===== src/rtl/data_bus_if_pkg.sv =====
// Shared definitions for the Wishbone data/instruction bus bridges: FSM states, constants, defaults.
package data_bus_if_pkg;

    typedef enum logic [1:0] {
        WB_IDLE       = 2'd0,
        WB_BUSY       = 2'd1,
        WB_WAIT_STALL = 2'd2
    } wb_state_t;

    localparam logic [31:0] ZeroWord = 32'h0000_0000;
    localparam logic        Stop     = 1'b1;
    localparam logic        NoStop   = 1'b0;

    localparam int TIMEOUT_DEF = 64;
    localparam int CNT_W_DEF   = 8;

endpackage


===== src/rtl/data_bus_if_if.sv =====
// Pipeline-side request/response plus Wishbone B3 classic master signals of one bus bridge.
interface data_bus_if_if;

    logic [5:0]  stall;
    logic        flush;
    logic        cpu_ce_i;
    logic        cpu_we_i;
    logic [31:0] cpu_addr_i;
    logic [3:0]  cpu_sel_i;
    logic [31:0] cpu_data_i;
    logic [31:0] cpu_data_o;
    logic        stallreq;
    logic        bus_err_o;
    logic [31:0] wb_adr_o;
    logic [31:0] wb_dat_o;
    logic        wb_we_o;
    logic [3:0]  wb_sel_o;
    logic        wb_stb_o;
    logic        wb_cyc_o;
    logic [31:0] wb_dat_i;
    logic        wb_ack_i;

    modport master (
        input  stall, flush, cpu_ce_i, cpu_we_i, cpu_addr_i, cpu_sel_i, cpu_data_i,
        input  wb_dat_i, wb_ack_i,
        output cpu_data_o, stallreq, bus_err_o,
        output wb_adr_o, wb_dat_o, wb_we_o, wb_sel_o, wb_stb_o, wb_cyc_o
    );

    modport slave (
        output stall, flush, cpu_ce_i, cpu_we_i, cpu_addr_i, cpu_sel_i, cpu_data_i,
        output wb_dat_i, wb_ack_i,
        input  cpu_data_o, stallreq, bus_err_o,
        input  wb_adr_o, wb_dat_o, wb_we_o, wb_sel_o, wb_stb_o, wb_cyc_o
    );

endinterface


===== src/rtl/data_bus_if.sv =====
// MEM-stage to Wishbone classic bridge: request accepted in cycle N, bus cycle from N+1, data to MEM in the ack cycle.
// Backpressure: stallreq holds the pipeline until ack; a frozen pipeline sees the read result held from rd_buf.
module data_bus_if
    import data_bus_if_pkg::*;
#(
    parameter int TIMEOUT = TIMEOUT_DEF,
    parameter int CNT_W   = CNT_W_DEF
) (
    input  logic clk,
    input  logic rst,
    data_bus_if_if.master bus
);

    localparam logic [CNT_W-1:0] LastCnt = CNT_W'(TIMEOUT - 1);
    localparam logic [CNT_W-1:0] MaxCnt  = '1;

    wb_state_t        r_state, w_state_nxt;
    logic [31:0]      r_adr, w_adr_nxt;
    logic [31:0]      r_dat, w_dat_nxt;
    logic             r_we, w_we_nxt;
    logic [3:0]       r_sel, w_sel_nxt;
    logic             r_cyc, w_cyc_nxt;
    logic [31:0]      r_rd_buf, w_rd_buf_nxt;
    logic [CNT_W-1:0] r_cnt, w_cnt_nxt;
    logic             r_bus_err, w_bus_err_nxt;
    logic             w_stallreq;
    logic [31:0]      w_cpu_data;
    logic             w_timeout;

    assign w_timeout = (TIMEOUT != 0) && (r_cnt == LastCnt);

    always_ff @(posedge clk) begin
        if (rst) begin
            r_state   <= WB_IDLE;
            r_adr     <= ZeroWord;
            r_dat     <= ZeroWord;
            r_we      <= 1'b0;
            r_sel     <= 4'b0000;
            r_cyc     <= 1'b0;
            r_rd_buf  <= ZeroWord;
            r_cnt     <= '0;
            r_bus_err <= 1'b0;
        end else begin
            r_state   <= w_state_nxt;
            r_adr     <= w_adr_nxt;
            r_dat     <= w_dat_nxt;
            r_we      <= w_we_nxt;
            r_sel     <= w_sel_nxt;
            r_cyc     <= w_cyc_nxt;
            r_rd_buf  <= w_rd_buf_nxt;
            r_cnt     <= w_cnt_nxt;
            r_bus_err <= w_bus_err_nxt;
        end
    end

    always_comb begin
        w_state_nxt   = r_state;
        w_adr_nxt     = r_adr;
        w_dat_nxt     = r_dat;
        w_we_nxt      = r_we;
        w_sel_nxt     = r_sel;
        w_cyc_nxt     = r_cyc;
        w_rd_buf_nxt  = r_rd_buf;
        w_cnt_nxt     = r_cnt;
        w_bus_err_nxt = 1'b0;
        w_stallreq    = NoStop;
        w_cpu_data    = ZeroWord;

        unique case (r_state)
            WB_IDLE: begin
                if (bus.cpu_ce_i && !bus.flush) begin
                    w_adr_nxt   = bus.cpu_addr_i;
                    w_dat_nxt   = bus.cpu_data_i;
                    w_we_nxt    = bus.cpu_we_i;
                    w_sel_nxt   = bus.cpu_sel_i;
                    w_cyc_nxt   = 1'b1;
                    w_cnt_nxt   = '0;
                    w_state_nxt = WB_BUSY;
                    w_stallreq  = Stop;
                end
            end

            WB_BUSY: begin
                // Ack wins over flush and timeout: the bus side must always see its cycle complete.
                if (bus.wb_ack_i) begin
                    w_adr_nxt = ZeroWord;
                    w_dat_nxt = ZeroWord;
                    w_we_nxt  = 1'b0;
                    w_sel_nxt = 4'b0000;
                    w_cyc_nxt = 1'b0;
                    if (!r_we) begin
                        w_rd_buf_nxt = bus.wb_dat_i;
                        w_cpu_data   = bus.wb_dat_i;
                    end
                    if (bus.flush)
                        w_state_nxt = WB_IDLE;
                    else if (bus.stall != 6'd0)
                        w_state_nxt = WB_WAIT_STALL;
                    else
                        w_state_nxt = WB_IDLE;
                end else if (bus.flush) begin
                    w_adr_nxt    = ZeroWord;
                    w_dat_nxt    = ZeroWord;
                    w_we_nxt     = 1'b0;
                    w_sel_nxt    = 4'b0000;
                    w_cyc_nxt    = 1'b0;
                    w_rd_buf_nxt = ZeroWord;
                    w_state_nxt  = WB_IDLE;
                end else if (w_timeout) begin
                    w_adr_nxt     = ZeroWord;
                    w_dat_nxt     = ZeroWord;
                    w_we_nxt      = 1'b0;
                    w_sel_nxt     = 4'b0000;
                    w_cyc_nxt     = 1'b0;
                    w_bus_err_nxt = 1'b1;
                    w_state_nxt   = WB_IDLE;
                    w_stallreq    = Stop;
                end else begin
                    if (r_cnt != MaxCnt)
                        w_cnt_nxt = r_cnt + CNT_W'(1);
                    w_stallreq = Stop;
                end
            end

            WB_WAIT_STALL: begin
                w_cpu_data = r_rd_buf;
                if (bus.flush) begin
                    w_rd_buf_nxt = ZeroWord;
                    w_state_nxt  = WB_IDLE;
                end else if (bus.stall == 6'd0) begin
                    w_state_nxt = WB_IDLE;
                end
            end

            default: begin
                w_state_nxt = WB_IDLE;
            end
        endcase
    end

    assign bus.wb_adr_o   = r_adr;
    assign bus.wb_dat_o   = r_dat;
    assign bus.wb_we_o    = r_we;
    assign bus.wb_sel_o   = r_sel;
    assign bus.wb_cyc_o   = r_cyc;
    assign bus.wb_stb_o   = r_cyc;
    assign bus.bus_err_o  = r_bus_err;
    assign bus.stallreq   = w_stallreq;
    assign bus.cpu_data_o = w_cpu_data;

endmodule


===== src/flat_wrapper.sv =====
// flat-port wrapper written by rule: the top's interface ports become plain ports
module data_bus_if_flat import data_bus_if_pkg::*;
#(
    parameter int TIMEOUT = TIMEOUT_DEF,
    parameter int CNT_W   = CNT_W_DEF
)
  (clk, rst, bus_stall, bus_flush, bus_cpu_ce_i, bus_cpu_we_i, bus_cpu_addr_i, bus_cpu_sel_i, bus_cpu_data_i, bus_wb_dat_i, bus_wb_ack_i, bus_cpu_data_o, bus_stallreq, bus_bus_err_o, bus_wb_adr_o, bus_wb_dat_o, bus_wb_we_o, bus_wb_sel_o, bus_wb_stb_o, bus_wb_cyc_o);
  data_bus_if_if bus_i ();
  input  logic clk;
  input  logic rst;
  input wire logic [$bits(bus_i.stall)-1:0] bus_stall;
  input wire logic [$bits(bus_i.flush)-1:0] bus_flush;
  input wire logic [$bits(bus_i.cpu_ce_i)-1:0] bus_cpu_ce_i;
  input wire logic [$bits(bus_i.cpu_we_i)-1:0] bus_cpu_we_i;
  input wire logic [$bits(bus_i.cpu_addr_i)-1:0] bus_cpu_addr_i;
  input wire logic [$bits(bus_i.cpu_sel_i)-1:0] bus_cpu_sel_i;
  input wire logic [$bits(bus_i.cpu_data_i)-1:0] bus_cpu_data_i;
  input wire logic [$bits(bus_i.wb_dat_i)-1:0] bus_wb_dat_i;
  input wire logic [$bits(bus_i.wb_ack_i)-1:0] bus_wb_ack_i;
  output wire logic [$bits(bus_i.cpu_data_o)-1:0] bus_cpu_data_o;
  output wire logic [$bits(bus_i.stallreq)-1:0] bus_stallreq;
  output wire logic [$bits(bus_i.bus_err_o)-1:0] bus_bus_err_o;
  output wire logic [$bits(bus_i.wb_adr_o)-1:0] bus_wb_adr_o;
  output wire logic [$bits(bus_i.wb_dat_o)-1:0] bus_wb_dat_o;
  output wire logic [$bits(bus_i.wb_we_o)-1:0] bus_wb_we_o;
  output wire logic [$bits(bus_i.wb_sel_o)-1:0] bus_wb_sel_o;
  output wire logic [$bits(bus_i.wb_stb_o)-1:0] bus_wb_stb_o;
  output wire logic [$bits(bus_i.wb_cyc_o)-1:0] bus_wb_cyc_o;
  assign bus_i.stall = bus_stall;
  assign bus_i.flush = bus_flush;
  assign bus_i.cpu_ce_i = bus_cpu_ce_i;
  assign bus_i.cpu_we_i = bus_cpu_we_i;
  assign bus_i.cpu_addr_i = bus_cpu_addr_i;
  assign bus_i.cpu_sel_i = bus_cpu_sel_i;
  assign bus_i.cpu_data_i = bus_cpu_data_i;
  assign bus_i.wb_dat_i = bus_wb_dat_i;
  assign bus_i.wb_ack_i = bus_wb_ack_i;
  assign bus_cpu_data_o = bus_i.cpu_data_o;
  assign bus_stallreq = bus_i.stallreq;
  assign bus_bus_err_o = bus_i.bus_err_o;
  assign bus_wb_adr_o = bus_i.wb_adr_o;
  assign bus_wb_dat_o = bus_i.wb_dat_o;
  assign bus_wb_we_o = bus_i.wb_we_o;
  assign bus_wb_sel_o = bus_i.wb_sel_o;
  assign bus_wb_stb_o = bus_i.wb_stb_o;
  assign bus_wb_cyc_o = bus_i.wb_cyc_o;
  data_bus_if #(.TIMEOUT(TIMEOUT), .CNT_W(CNT_W)) u_core (.clk(clk), .rst(rst), .bus(bus_i));
endmodule

===== config.mk =====
export PLATFORM = sky130hd
export DESIGN_NAME = data_bus_if_flat
export DESIGN_NICKNAME = d
export VERILOG_FILES = /design/src/rtl/data_bus_if_pkg.sv /design/src/rtl/data_bus_if_if.sv /design/src/rtl/data_bus_if.sv /design/src/flat_wrapper.sv
export SDC_FILE = /design/constraint.sdc
export NUM_CORES = 1
export LEC_CHECK = 0
export ABC_AREA = 1
export BUFFER_PORTS_ARGS = -buffer_cell sky130_fd_sc_hd__buf_2
export CAP_MARGIN = 20
export CORE_MARGIN = 1.5
export CORE_UTILIZATION = 40
export CTS_CLUSTER_SIZE = 24
export DETAILED_ROUTE_END_ITERATION = 12
export PLACE_DENSITY_LB_ADDON = 0.12
export REMOVE_ABC_BUFFERS = 1
export SLEW_MARGIN = 20
export SYNTH_ARGS = -nofsm -noshare
export SYNTH_HDL_FRONTEND = slang
export SYNTH_SLANG_ARGS = --single-unit

===== constraint.sdc =====
create_clock -name clk -period 1.46 [get_ports clk]
set_input_delay 0.146 -clock clk [delete_from_list [all_inputs] [get_ports clk]]
set_output_delay 0.146 -clock clk [all_outputs]
set_load 0.01 [all_outputs]

Word-level counts from Yosys, hierarchy flattened
Index checks and enable logic that the tools add are counted.
{"block": "totals", "reg_bits": 113, "out_inout_bits": 105, "latch_bits": 0, "mem_bits_rw": 0, "romBits": 0, "memories": 0, "inputBits": 112, "word_cells": 81}
{"block": "op_classes", "n_reduce_logical": 12, "order_cmp": 0, "div_mod_pow": 0, "n_mux": 46, "shifts": 0, "eq_ne": 12, "mul": 0, "addsub": 1, "n_bitwise": 1}
{"operator": "$mux W32", "count": 10}
{"operator": "$pmux W32 S2", "count": 4}
{"operator": "$mux W8", "count": 5}
{"operator": "$mux W2", "count": 8}
{"operator": "$mux W4", "count": 4}
{"operator": "$pmux W8 S2", "count": 1}
{"operator": "$mux W1", "count": 9}
{"operator": "$add A8 B1 Y8 const B", "count": 1}
{"operator": "$eq A8 B6 Y1 const B", "count": 1}
{"operator": "$ne A8 B8 Y1 const B", "count": 1}
{"operator": "$pmux W4 S2", "count": 1}
{"operator": "$logic_not A6 Y1", "count": 1}
{"operator": "$ne A2 B2 Y1 const B", "count": 3}
{"operator": "$pmux W1 S2", "count": 3}
{"operator": "$pmux W2 S3", "count": 1}
{"operator": "$reduce_and A3 Y1", "count": 2}
{"operator": "$reduce_and A6 Y1", "count": 1}
{"operator": "$reduce_bool A6 Y1", "count": 1}
{"operator": "$ne A2 B1 Y1 const B", "count": 2}
{"operator": "$ne A4 B3 Y1 const B", "count": 1}
{"operator": "$reduce_bool A2 Y1", "count": 2}
{"operator": "$reduce_or A4 Y1", "count": 1}
{"operator": "$ne A3 B2 Y1 const B", "count": 1}
{"operator": "$ne A3 B3 Y1 const B", "count": 1}
{"operator": "7 further kinds", "count": 7}

Longest topological paths before layout
{"block": "depth", "word_depth": 6, "depth_mapped": 11, "depth_no_buf": 9}

Least setup slack after synthesis
OpenSTA, ideal clock, no wires.
{"block": "synth_timing", "kind": "flip-flop to flip-flop", "startpoint": "reg u_core.r_state[1]", "endpoint": "reg u_core.r_adr[10], in the netlist u_core.bus.wb_adr_o[10]", "setup_slack_ns": -0.114, "stages_incl_launch_ff": 9, "arrival_time_ns": 1.503, "required_time_ns": 1.390, "setup_ns": 0.070, "n_path_buf": 3, "period_less_slack_ns": 1.574, "path_cell_list": "dfxtp_1 > inv_1 > ha_1 > buf_4 > inv_2 > buf_2 > buf_1 > nand4_1 > a21oi_1"}
{"block": "synth_between", "elab_chain_len": 3, "elab_cells_between_ends": 7, "classes_between": "3 x eq/ne; 1 x mux; 3 x reduce/logical"}
{"item": "start, declared", "line": "data_bus_if.sv:17", "text": "wb_state_t r_state, w_state_nxt;"}
{"item": "start signal, assigned", "line": "data_bus_if.sv:44", "text": "r_state <= w_state_nxt;"}
{"item": "$eq A2 B1 Y1 / $logic_not A2 Y1 (equally long branches)", "line": "data_bus_if.sv:69", "text": "unique case (r_state)"}
{"item": "$ne A4 B3 Y1 (no line) (tied with other cells)"}
{"item": "$reduce_and A3 Y1 (no line)"}
{"item": "end signal, assigned", "line": "data_bus_if.sv:35", "text": "r_adr <= ZeroWord;"}
{"item": "end signal, assigned", "line": "data_bus_if.sv:45", "text": "r_adr <= w_adr_nxt;"}
{"item": "end, declared", "line": "data_bus_if.sv:18", "text": "logic [31:0] r_adr, w_adr_nxt;"}
Parallel ways exist; a longest one is shown, timed or not.
A chain may end at the register's enable or synchronous reset.

Final worst setup path
{"block": "layout_timing", "startpoint": "reg u_core.r_state[0]", "endpoint": "out bus_cpu_data_o[15]"}
{"block": "layout_between", "elab_chain_len": 2, "elab_cells_between_ends": 3, "classes_between": "2 x eq/ne; 1 x mux"}
{"item": "$eq A2 B2 Y1 / $eq A2 B1 Y1 (equally long branches)", "line": "data_bus_if.sv:69"}
{"item": "$pmux W32 S2 (*)", "line": "data_bus_if.sv:69"}
{"item": "end, declared", "line": "flat_wrapper.sv:20", "text": "output wire logic [$bits(bus_i.cpu_data_o)-1:0] bus_cpu_data_o;"}
Every way passes the cells marked *; elsewhere a longest branch is shown, timed or not.

==> run metrics <==
Synth Instances 773; CP Data Required Time 1.31 ns; Fmax 524 MHz; failing checks setup timing; ANT nets after route 0; critical path type register to output pin; final WL 21,700 um; synthesized area 0.00527 mm2; post-DP HPWL 10,300 um; largest net degree at the start of global routing 66; Final Util 75.5%; crit path time final 1.91 ns; Yosys warnings 0; initial antenna violation count 0; Mean Syn Cell Area 6.82 um2; # rows 41; total number of vias 6,709; TritonRoute pass-1 iters 6; CTS Root Cell clkbuf_16; synthesized flop and latch total 113; routed wire length per instance 17.2 um; Layout Nets 1,193; final hold violations 0; Tot GR Track Use 27.7%; die height 118 um; PD cells 1860 mW/mm2; fin cells 1,262; Arrival @ worst endpoint 1.76 ns; DP Cell Count 1,144; Layout fillers 944; HP Class input pin to register; Final period util 131%; multi-input combinational cell area 0.00334 mm2; Least-Margin Pin Slew 0.384 ns; layout cells sized above 1 49.4%; die area 0.0139 mm2; CTS tree built; clock slew seen by the registers of the worst setup and hold paths 0.05 ns; leakage power figure 0.00456 uW; commonest non-fill, non-tap cell in the layout buf_2; most frequent cells in the layout buf_2, nand2_1, dfxtp_1; violation count after the first detailed-route iteration 407; DIE WIDTH 118 um; Post-Place Worst Slack -0.188 ns; max-cap viol count 0; first-pass GRT wire length 30,800 um; total grt overflow 0; H-Tree Depth 4; Area Overhead vs Synth 82.1%; Distinct cells, synth 24; sequential-to-total area share from yosys stat 42.9%; Initial Util 41.5%; CP startpoint kind register; RSZ-0062 raised after global routing true; design area 0.00960 mm2; dpl cell area 0.00683 mm2; CTS Sinks 113; status finished, violations left; Crit Path Max Fanout 8; peak supply drop 0.890 mV; Vias/cell 5.32; gp weighted congestion 0.797; Num CTS Buffers 17; Core ar. 0.0127 mm2; Final Setup Violations 145; Final Max Tran Viols 0; Clock Latency Late Sink 0.41 ns; Fin Clk Skew 0.00666 ns; Worst slew margin 74.4%; IO Port Bufs 216; Critical Path End Type output pin; DRC Markers 0; final worst slack -0.450 ns; total power 17,800 uW; Slowest-stage cell, CP dfxtp_4; Top Ports 217; Crit path largest cell delay 0.38 ns; Register Area 0.00227 mm2; clk buf depth 2; ANT cells 0; number of global-route vias before repair 6,161; CP Cell Sequence ha_4 -> inv_4 -> nor2_4 -> buf_6 -> buf_16 -> nand2_4 -> a21oi_2 -> buf_2
per-layer routing:
layer	wire, um	track usage, %	share of wire (%)	vias up
met4	635	11.8	2.9	0
met5	0	0	0	-
met2	10700	45.2	49	300
met1	8870	35.8	41	3171
met3	1490	5.14	6.9	60
li1	-	-	-	3178
repair_timing:
action / in CTS / in global routing
endpoints found under the hold margin: 29 / 0
hold buffers: 29 / 0
resized for setup: 102 / 183
endpoints found under the setup margin: 145 / 145
gates cloned: 22 / 6
pin swaps: 36 / 91
buffers inserted: 28 / 6
kinds of logic (layout without fill, tap and decap cells):
family	count (synthesis)	after routing	share of synthesized area, %
AO/OA/AOI/OAI	149	149	14.4
AND/OR/NAND/NOR	391	392	32.1
flip-flops	113	113	42.9
adder cells (fa/ha/maj)	4	4	0.949
buffers and inverters	116	432	9.66
worst max-delay path, delay by kind of cell, from the launching register on:
kind	cells	cell delay, ns
adders and majority gates	1	0.15
buffers and inverters	4	0.50
and+or+nand+nor	2	0.17
AOI/OAI and AO/OA	1	0.14
DFF	1	0.38
final timing paths:
check                                                     startpoint                              endpoint  slack [ns]  cells after the start
worst min-delay path                               bus_cpu_addr_i[4]   u_core.bus.wb_adr_o[4]$_SDFFE_PP0P_       0.007                      3
worst max register to register        u_core.r_state[0]$_SDFFE_PP0P_      u_core.r_rd_buf[14]$_SDFFE_PP0P_       -0.44                     12
worst min register to register  u_core.bus.wb_dat_o[29]$_SDFFE_PP0P_  u_core.bus.wb_dat_o[29]$_SDFFE_PP0P_        0.45                      2
worst max-delay path                  u_core.r_state[0]$_SDFFE_PP0P_                    bus_cpu_data_o[15]       -0.45                      8
sequential cells by signal (all words and copies together) (netlist names):
name / cells
u_core.r_cnt: 8
u_core.r_rd_buf: 32
u_core.bus.bus_err_o: 1
u_core.bus.wb_sel_o: 4
u_core.bus.wb_cyc_o: 1
u_core.bus.wb_dat_o: 32
u_core.bus.wb_adr_o: 32
u_core.bus.wb_we_o: 1
u_core.r_state: 2
per-stage QoR:
step / hold slack [ns] / setup TNS, ns
floorplan: 0.215 / -218.91
global placement: 0.427 / -12.69
detailed placement: 0.430 / -13.56
CTS: 0.000909 / -41.83
global route: 0.000972 / -54.30
finish: 0.00676 / -46.82
cell usage after synthesis (all sizes together):
| library cell | n | area (um2) |
|---|---|---|
| ha | 4 | 50.1 |
| clkbuf | 20 | 75.1 |
| nor3 | 2 | 10.0 |
| nand2 | 271 | 1020 |
| nor3b | 1 | 7.51 |
| a21oi | 143 | 716 |
| buf | 47 | 250 |
| nand3 | 15 | 87.6 |
| o21ai | 4 | 31.3 |
| dfxtp | 113 | 2260 |
| nor2 | 31 | 121 |
| inv | 49 | 184 |
| or2 | 1 | 6.26 |
| o21bai | 2 | 15.0 |
| nand4 | 70 | 438 |
final cells by class:
type | instances | area share [%]
tap | 172 | 2.24
inverter | 49 | 1.94
multi-input combinational | 545 | 34.8
sequential | 113 | 23.6
timing repair buffer | 351 | 31.6
clock inverter | 11 | 0.912
clock buffer | 21 | 4.90
where the power goes:
group	internal [uW]	leakage (uW)	switching, uW
sequential	3800	0.000921	420
clock	2450	0.000274	1450
combinational	4650	0.00336	5080
(Power assumes the default switching activity.)
